`config.mk`:
```
export PLATFORM = sky130hd
export DESIGN_NAME = iterative_alu
export DESIGN_NICKNAME = d
export VERILOG_FILES = /design/src/rtl/iterative_alu.sv
export SDC_FILE = /design/constraint.sdc
export NUM_CORES = 1
export LEC_CHECK = 0
export CAP_MARGIN = 20
export CORE_ASPECT_RATIO = 0.8
export CORE_UTILIZATION = 50
export CTS_BUF_LIST = sky130_fd_sc_hd__clkbuf_4 sky130_fd_sc_hd__clkbuf_8
export CTS_CLUSTER_DIAMETER = 200
export DETAILED_ROUTE_END_ITERATION = 8
export DONT_BUFFER_PORTS = 1
export PLACE_DENSITY = 0.69
export SYNTH_ARGS = -nofsm -noshare
export SYNTH_HDL_FRONTEND = slang
export SYNTH_SLANG_ARGS = --single-unit
```
`constraint.sdc`:
```
create_clock -name clk -period 14.3 [get_ports clk]
set_input_delay 1.43 -clock clk [delete_from_list [all_inputs] [get_ports clk]]
set_output_delay 1.43 -clock clk [all_outputs]
set_load 0.02 [all_outputs]
```
`src/rtl/iterative_alu.sv`:
```
`default_nettype none
// ============================================================================
// Module      : iterative_alu
// Description : 64-bit ALU with single-cycle add/sub/and/or and a bit-serial
//               left shift (one bit per clock). A three-state controller
//               (IDLE / SHIFT / DONE) sequences operations, raises busy while
//               the shift iterates and pulses done for one cycle on completion.
// Revision    : 1.0 - initial release
// ============================================================================
module iterative_alu (
    input  logic        clk,
    input  logic        reset,
    input  logic        start,
    input  logic [3:0]  Operation,
    input  logic [63:0] a,
    input  logic [63:0] b,
    output logic [63:0] Result,
    output logic        Zero,
    output logic        busy,
    output logic        done,
    output logic        illegal
);

    // ------------------------------------------------------------------------
    // Operation encodings
    // ------------------------------------------------------------------------
    localparam logic [3:0] c_OP_AND = 4'b0000;
    localparam logic [3:0] c_OP_OR  = 4'b0001;
    localparam logic [3:0] c_OP_ADD = 4'b0010;
    localparam logic [3:0] c_OP_SUB = 4'b0110;
    localparam logic [3:0] c_OP_SLL = 4'b1000;

    localparam logic [5:0] c_CNT_ZERO = 6'd0;
    localparam logic [5:0] c_CNT_ONE  = 6'd1;

    // ------------------------------------------------------------------------
    // Controller state encoding
    // ------------------------------------------------------------------------
    typedef enum logic [1:0] {
        S_IDLE  = 2'd0,
        S_SHIFT = 2'd1,
        S_DONE  = 2'd2
    } state_t;

    state_t      r_state;
    state_t      w_next_state;

    // Datapath registers: visible result, private shift accumulator and the
    // remaining-shift counter.
    logic [63:0] r_result;
    logic [63:0] r_acc;
    logic [5:0]  r_count;
    logic        r_illegal;

    // Decode helpers
    logic        w_accept;
    logic        w_is_sll;
    logic        w_sll_iter;
    logic        w_op_legal;
    logic [63:0] w_load_result;
    logic        w_shift_last;

    // A new operation may be accepted only from IDLE or DONE.
    assign w_accept     = start && ((r_state == S_IDLE) || (r_state == S_DONE));
    assign w_is_sll     = (Operation == c_OP_SLL);
    // A zero-length shift completes in one cycle like the logic ops, so only
    // a non-zero amount needs the iterative path.
    assign w_sll_iter   = w_is_sll && (b[5:0] != c_CNT_ZERO);
    assign w_shift_last = (r_count == c_CNT_ONE);

    // Single-cycle result selection; unsupported codes produce zero.
    always_comb begin
        w_load_result = 64'd0;
        w_op_legal    = 1'b1;
        case (Operation)
            c_OP_ADD: w_load_result = a + b;
            c_OP_SUB: w_load_result = a - b;
            c_OP_AND: w_load_result = a & b;
            c_OP_OR:  w_load_result = a | b;
            c_OP_SLL: w_load_result = a;
            default: begin
                w_load_result = 64'd0;
                w_op_legal    = 1'b0;
            end
        endcase
    end

    // State register.
    always_ff @(posedge clk) begin
        if (reset) begin
            r_state <= S_IDLE;
        end else begin
            r_state <= w_next_state;
        end
    end

    // Next-state logic: accept from IDLE/DONE, iterate in SHIFT until the
    // final bit, and fall back to IDLE after a DONE with no new request.
    always_comb begin
        w_next_state = r_state;
        case (r_state)
            S_IDLE, S_DONE: begin
                if (start) begin
                    w_next_state = w_sll_iter ? S_SHIFT : S_DONE;
                end else begin
                    w_next_state = S_IDLE;
                end
            end
            S_SHIFT: begin
                if (w_shift_last) begin
                    w_next_state = S_DONE;
                end
            end
            default: w_next_state = S_IDLE;
        endcase
    end

    // Datapath: load on accept, shift one bit per SHIFT cycle, and publish
    // the accumulator to Result only on the last shift so Result keeps the
    // previous operation's value while the shift is in progress.
    always_ff @(posedge clk) begin
        if (reset) begin
            r_result  <= 64'd0;
            r_acc     <= 64'd0;
            r_count   <= c_CNT_ZERO;
            r_illegal <= 1'b0;
        end else if (w_accept) begin
            r_illegal <= ~w_op_legal;
            if (w_sll_iter) begin
                r_acc   <= a;
                r_count <= b[5:0];
            end else begin
                r_result <= w_load_result;
            end
        end else if (r_state == S_SHIFT) begin
            r_acc   <= r_acc << 1;
            r_count <= r_count - c_CNT_ONE;
            if (w_shift_last) begin
                r_result <= r_acc << 1;
            end
        end
    end

    // ------------------------------------------------------------------------
    // Outputs
    // ------------------------------------------------------------------------
    assign Result  = r_result;
    assign Zero    = (r_result == 64'd0);
    assign busy    = (r_state == S_SHIFT);
    assign done    = (r_state == S_DONE);
    assign illegal = r_illegal && (r_state == S_DONE);

endmodule
`default_nettype wire

```
### Yosys cells after proc, flatten, opt, wreduce, memory -nomap -nowiden

Cells that the tools add are included.

| word-level totals | value |
|---|---|
| bits in registers | 136 |
| output and inout bits | 68 |
| word-level logic and storage cells | 51 |

| operators by class | value |
|---|---|
| add/subtract/negate cells | 3 |
| equal/unequal tests | 10 |
| multiplexer cells | 16 |
| bitwise operators | 3 |
| reductions and logical operators | 14 |

Operators with widths:

| cell | number |
|---|---|
| one-hot mux 64 bit (5 select lines) | 1 |
| 2-to-1 mux 64 bit | 4 |
| 2-to-1 mux 63 bit | 3 |
| adder 64 bit | 1 |
| AND 64 bit | 1 |
| logical NOT 64 bit | 1 |
| OR 64 bit | 1 |
| subtractor 64 bit | 1 |
| 2-to-1 mux 6 bit | 3 |
| equality test 6 x 1 -> 1 bit (second input constant) | 1 |
| 2-to-1 mux 2 bit | 3 |
| nonzero test 6 bit | 1 |
| subtractor 6 x 1 -> 6 bit (second input constant) | 1 |
| OR reduction 5 bit | 1 |
| equality test 4 x 1 -> 1 bit (second input constant) | 1 |
| equality test 4 x 2 -> 1 bit (second input constant) | 1 |
| equality test 4 x 3 -> 1 bit (second input constant) | 1 |
| equality test 4 bit (second input constant) | 1 |
| logical NOT 4 bit | 1 |
| inequality test 2 x 1 -> 1 bit (second input constant) | 2 |
| one-hot mux 2 bit (2 select lines) | 1 |
| nonzero test 2 bit | 2 |
| logical AND 1 bit | 3 |
| AND reduction 3 bit | 1 |
| 9 further kinds | 9 |

### Logic depth before layout (Yosys ltp)

| logic depth | value |
|---|---|
| depth after elaboration | 5 |
| depth in mapped cells | 23 |
| gate-level depth less buffers | 22 |

### Worst setup path before layout

OpenSTA, ideal clock, no wires.

| timing | value |
|---|---|
| path kind | input -> register |
| start point | in b[29] |
| end point | reg r_result[62] (netlist: Result[62]) |
| arrival time | 6.047 ns |
| data required time | 14.166 ns |
| path slack | 8.120 ns |
| cell stages on the path | 21 |
| cells stage by stage | or4_1 nor4_2 nand2b_1 or3_4 or3_1 or3_1 o31ai_2 xor2_1 ha_1 clkbuf_1 a21o_1 a21o_1 a21oi_1 o21ai_0 a211o_1 a41o_1 a31oi_1 o31ai_2 a221oi_1 xor2_1 o22ai_1 |

| on the way | value |
|---|---|
| cells in the longest elaborated chain, start to end | 4 |
| elaborated cells between the ends (all ways) | 5 |
| classes of those cells | 2 x add/sub; 3 x mux |

RTL lines:

| element | line | RTL |
|---|---|---|
| start, declared | 16 | `input logic [63:0] b,` |
| subtractor 64 bit / adder 64 bit (equally long branches) | 77, 76 |  |
| one-hot mux 64 bit (5 select lines) (*) | 75 | `case (Operation)` |
| 2-to-1 mux 64 bit (*) | 129 | `if (w_sll_iter) begin` |
| 2-to-1 mux 64 bit (*) | 127 | `end else if (w_accept) begin` |
| end signal, assigned | 133 | `r_result <= w_load_result;` |
| end signal, assigned | 139 | `r_result <= r_acc << 1;` |
| end, declared | 50 | `logic [63:0] r_result;` |

Mark *: on every way between the ends. The rest lies on a longest branch, timed or not. The select of a mux whose other input is x is not followed.
A chain may end at the register's enable or synchronous reset.

### Worst setup path in the final report

| timing | value |
|---|---|
| start point | in b[3] |
| end point | reg r_result[59] (netlist: Result[59]) |

| on the way | value |
|---|---|
| cells in the longest elaborated chain, start to end | 4 |
| elaborated cells between the ends (all ways) | 9 |
| classes of those cells | 2 x add/sub; 1 x eq/ne; 3 x mux; 3 x reduce/logical |

RTL lines:

| element | line | RTL |
|---|---|---|
| subtractor 64 bit, or another cell as far along | 77 | `c_OP_SUB: w_load_result = a - b;` |
| one-hot mux 64 bit (5 select lines) / logical AND 1 bit (equally long branches) | 75, 68 |  |
| 2-to-1 mux 64 bit / inequality test 2 bit (equally long branches) | -- |  |
| 2-to-1 mux 64 bit / AND reduction 3 bit (equally long branches) | -- |  |

Several ways; a longest one is shown, not always the timed one. The select of a mux whose other input is x is not followed.

==> run summary <==
Syn. warnings = 0
Antenna Violating Nets Remaining = 0
Finish-stage setup viols = 0
XOR/XNOR Fraction of Synth Area = 0.0875
Placed Cells incl. Taps = 1949
Multi-input gate area = 8850 um^2
maximum number of pins on one net before global-route repair = 138
top-count cell post-synth = nand2_1
Post-Synthesis Cells = 1742
DR WL/cell = 23.0 um
Layout Cells excl Fill = 1981
Yosys reg bits = 136
Post-CTS Hold Fix Bufs = 0
Slew @ Worst Pin = 0.976 ns
ranking of synthesized cells by area = dfxtp_1 23%, o21ai_0 8.9%, nand2_1 7.6%
DP Area = 12200 um^2
final hold vios = 0
Detail Placement HPWL = 34.0 mm
top-area cell type share of the netlist area = 0.225
unrepaired setup endpoints after global routing = false
ys async rst share = 0
share of synthesized area spent on multiplexers = 0.000827
pwr/cell area = 93.7 nW/um^2
Vias/cell = 6.73
Placer Congestion = 0.989
CTS Buf Count = 17
Fin Setup TNS = 0 ns
library cell with the largest summed area after synthesis = dfxtp_1
vias in the first global route = 12103
Sink Count = 136
post-synth cell types = 71
Max VDD drop = 82.0 uV
Initial Util = 0.513
Data arrival, critical path = 6.87 ns
Fmax = 154 MHz
combinational family with the most area after synthesis = compound AO/OA/AOI/OAI gates
area of the core = 23600 um^2
register area = 2720 um^2
fin crit share = 0.455
Final Cell Area = 12600 um^2
clk root buf = clkbuf_8
Max Root-Sink Buffers = 2
Clock Latency Late Sink = 0.49 ns
first drt pass iteration count = 5
sum of routed wire length over all layers = 45.6 mm
most frequent cells after synthesis = 245 x nand2_1, 216 x o21ai_0, 183 x nor2_1, 166 x a21oi_1, 136 x dfxtp_1
ANT cells = 0
IO Count = 203
remaining global-route overflow = 0
Worst Setup End Kind = flop
crit path max fanout = 8
# DRC = 0
P_leak = 4.56 nW
Post-CTS Setup Bufs = 0
H-tree levels = 4
max-cap violation count = 0
status = finished clean
routed via count = 13324
final net count = 1860
EDFF count, synth = 0
CP Class = in2reg
Hold Path Class = reg2reg
cell area after synthesis = 12100 um^2
adder-cell area share of the yosys netlist = 0.0720
mean post-synth cell area = 6.94 um^2
Synth Flop Type = dfxtp_1
post-synth net total = 1946
Layout area overhead = 4.49%
Total Power = 1.18 mW
Req. time, crit path = 14.66 ns
Total GRT Usage = 0.364
crit path time final = 6.51 ns
area of the die = 24800 um^2
fin. max-slew vios = 0
CTS tree = done
compound-gate portion of the synthesized area = 0.340
DR iter-0 viols = 1530
hold_ws = 0.466 ns
DIE WIDTH = 176 um
# fillers = 2342
initial antenna violation count = 1
area share of and/or/nand/nor cells after synthesis = 0.228
Port Buffer Count = 0
post-synthesis sequential area ratio = 0.225
Startpoint Class = input port
Site Rows = 50
clock transition at the registers of the reported paths = 0.08 ns
first-pass GRT wire length = 70.4 mm
Final Skew = 0.0175 ns
post_cts resized = 0
Die Y = 141 um
layout cell share with drive strength beyond 1 = 0.0467
slew margin rel. = 0.343
## critical path, cell delays in order
cell and delay [ns]:
nor4_2 0.53, and3_1 0.40, nand2b_4 0.11, nor3b_4 0.32, nand2_2 0.17, or3_1 0.42, or3_1 0.37, o31ai_2 0.22
xor2_1 0.19, ha_1 0.35, nand2_1 0.12, o21ai_0 0.12, a21o_1 0.20, a21oi_1 0.15, o21ai_0 0.20, a22o_1 0.26
a2111oi_1 0.61, o31a_1 0.29, o31a_1 0.15, mux2i_1 0.16, o21ai_0 0.08
## layer usage
metal | vias to the layer above | part of all wire | global-route usage | wire, um
met1 | 6206 | 0.45 | 0.540 | 20700
met3 | 68 | 0.13 | 0.0990 | 5900
met5 | - | 0.00039 | 0 | 18
met4 | 2 | 0.019 | 0.0984 | 873
met2 | 815 | 0.40 | 0.508 | 18200
li1 | 6233 | - | - | -
## registers in the layout, summed over array words and instances (netlist names)
| register | count |
|---|---|
| r_count | 6 |
| r_acc | 63 |
| r_state | 2 |
| Result | 64 |
| r_illegal | 1 |
## worst paths after layout
check,startpoint,to,slack [ns],cells past startpoint
max,b[3],Result[59],7.79,21
min,r_acc[0],r_acc[0],0.47,2
max reg2reg,r_state[0],Result[25],10.99,7
min reg2reg,r_acc[0],r_acc[0],0.47,2
## kinds of logic (layout without fill, tap and decap cells)
logic type,Yosys count,count (layout)
flip-flops,136,136
multiplexers,1,1
buffers and inverters,149,76
adder cells (fa/ha/maj),69,69
AO/OA/AOI/OAI,658,658
AND/OR/NAND/NOR,609,609
XOR/XNOR,120,120
## stage by stage
step,setup WS [ns],utilization
floorplan,8.12,-
global placement,7.15,0.516
detailed placement,7.44,0.516
CTS,7.90,0.536
global route,7.52,0.536
finish,7.79,0.536
## power by group
group	total [mW]	internal [mW]	switching (mW)
Sequential	0.438	0.399	0.0391
Combinational	0.361	0.139	0.222
Clock	0.385	0.211	0.174
Total	1.18	0.749	0.435
## area by class of cell
type / instances / share of cell area
Clock inverter: 10 / 0.0132
Sequential cell: 136 / 0.215
Clock buffer: 22 / 0.0235
Timing Repair Buffer: 15 / 0.00871
Inverter: 29 / 0.00861
Tap cell: 312 / 0.0309
Multi-Input combinational cell: 1457 / 0.700
## cell usage in the layout, fill, tap and decap left out, types with 9 or more instances in the layout
cell,count
nand2_1,244
o21ai_0,216
nor2_1,182
a21oi_1,165
dfxtp_1,136
a311oi_1,85
ha_1,68
xnor2_1,60
xor2_1,59
nor3_1,30
a21o_1,30
inv_1,28
a31oi_1,26
nor4_1,24
nand3_1,23
clkbuf_8,21
nand4_1,18
o211ai_1,18
o22ai_1,17
o21bai_1,14
buf_4,14
nand2b_1,13
nor2b_1,12
and2_1,11
o31ai_1,11
o21a_1,10
or3_1,9
and3_1,9
a211oi_1,9
a41oi_1,9
(Power assumes the default switching activity.)
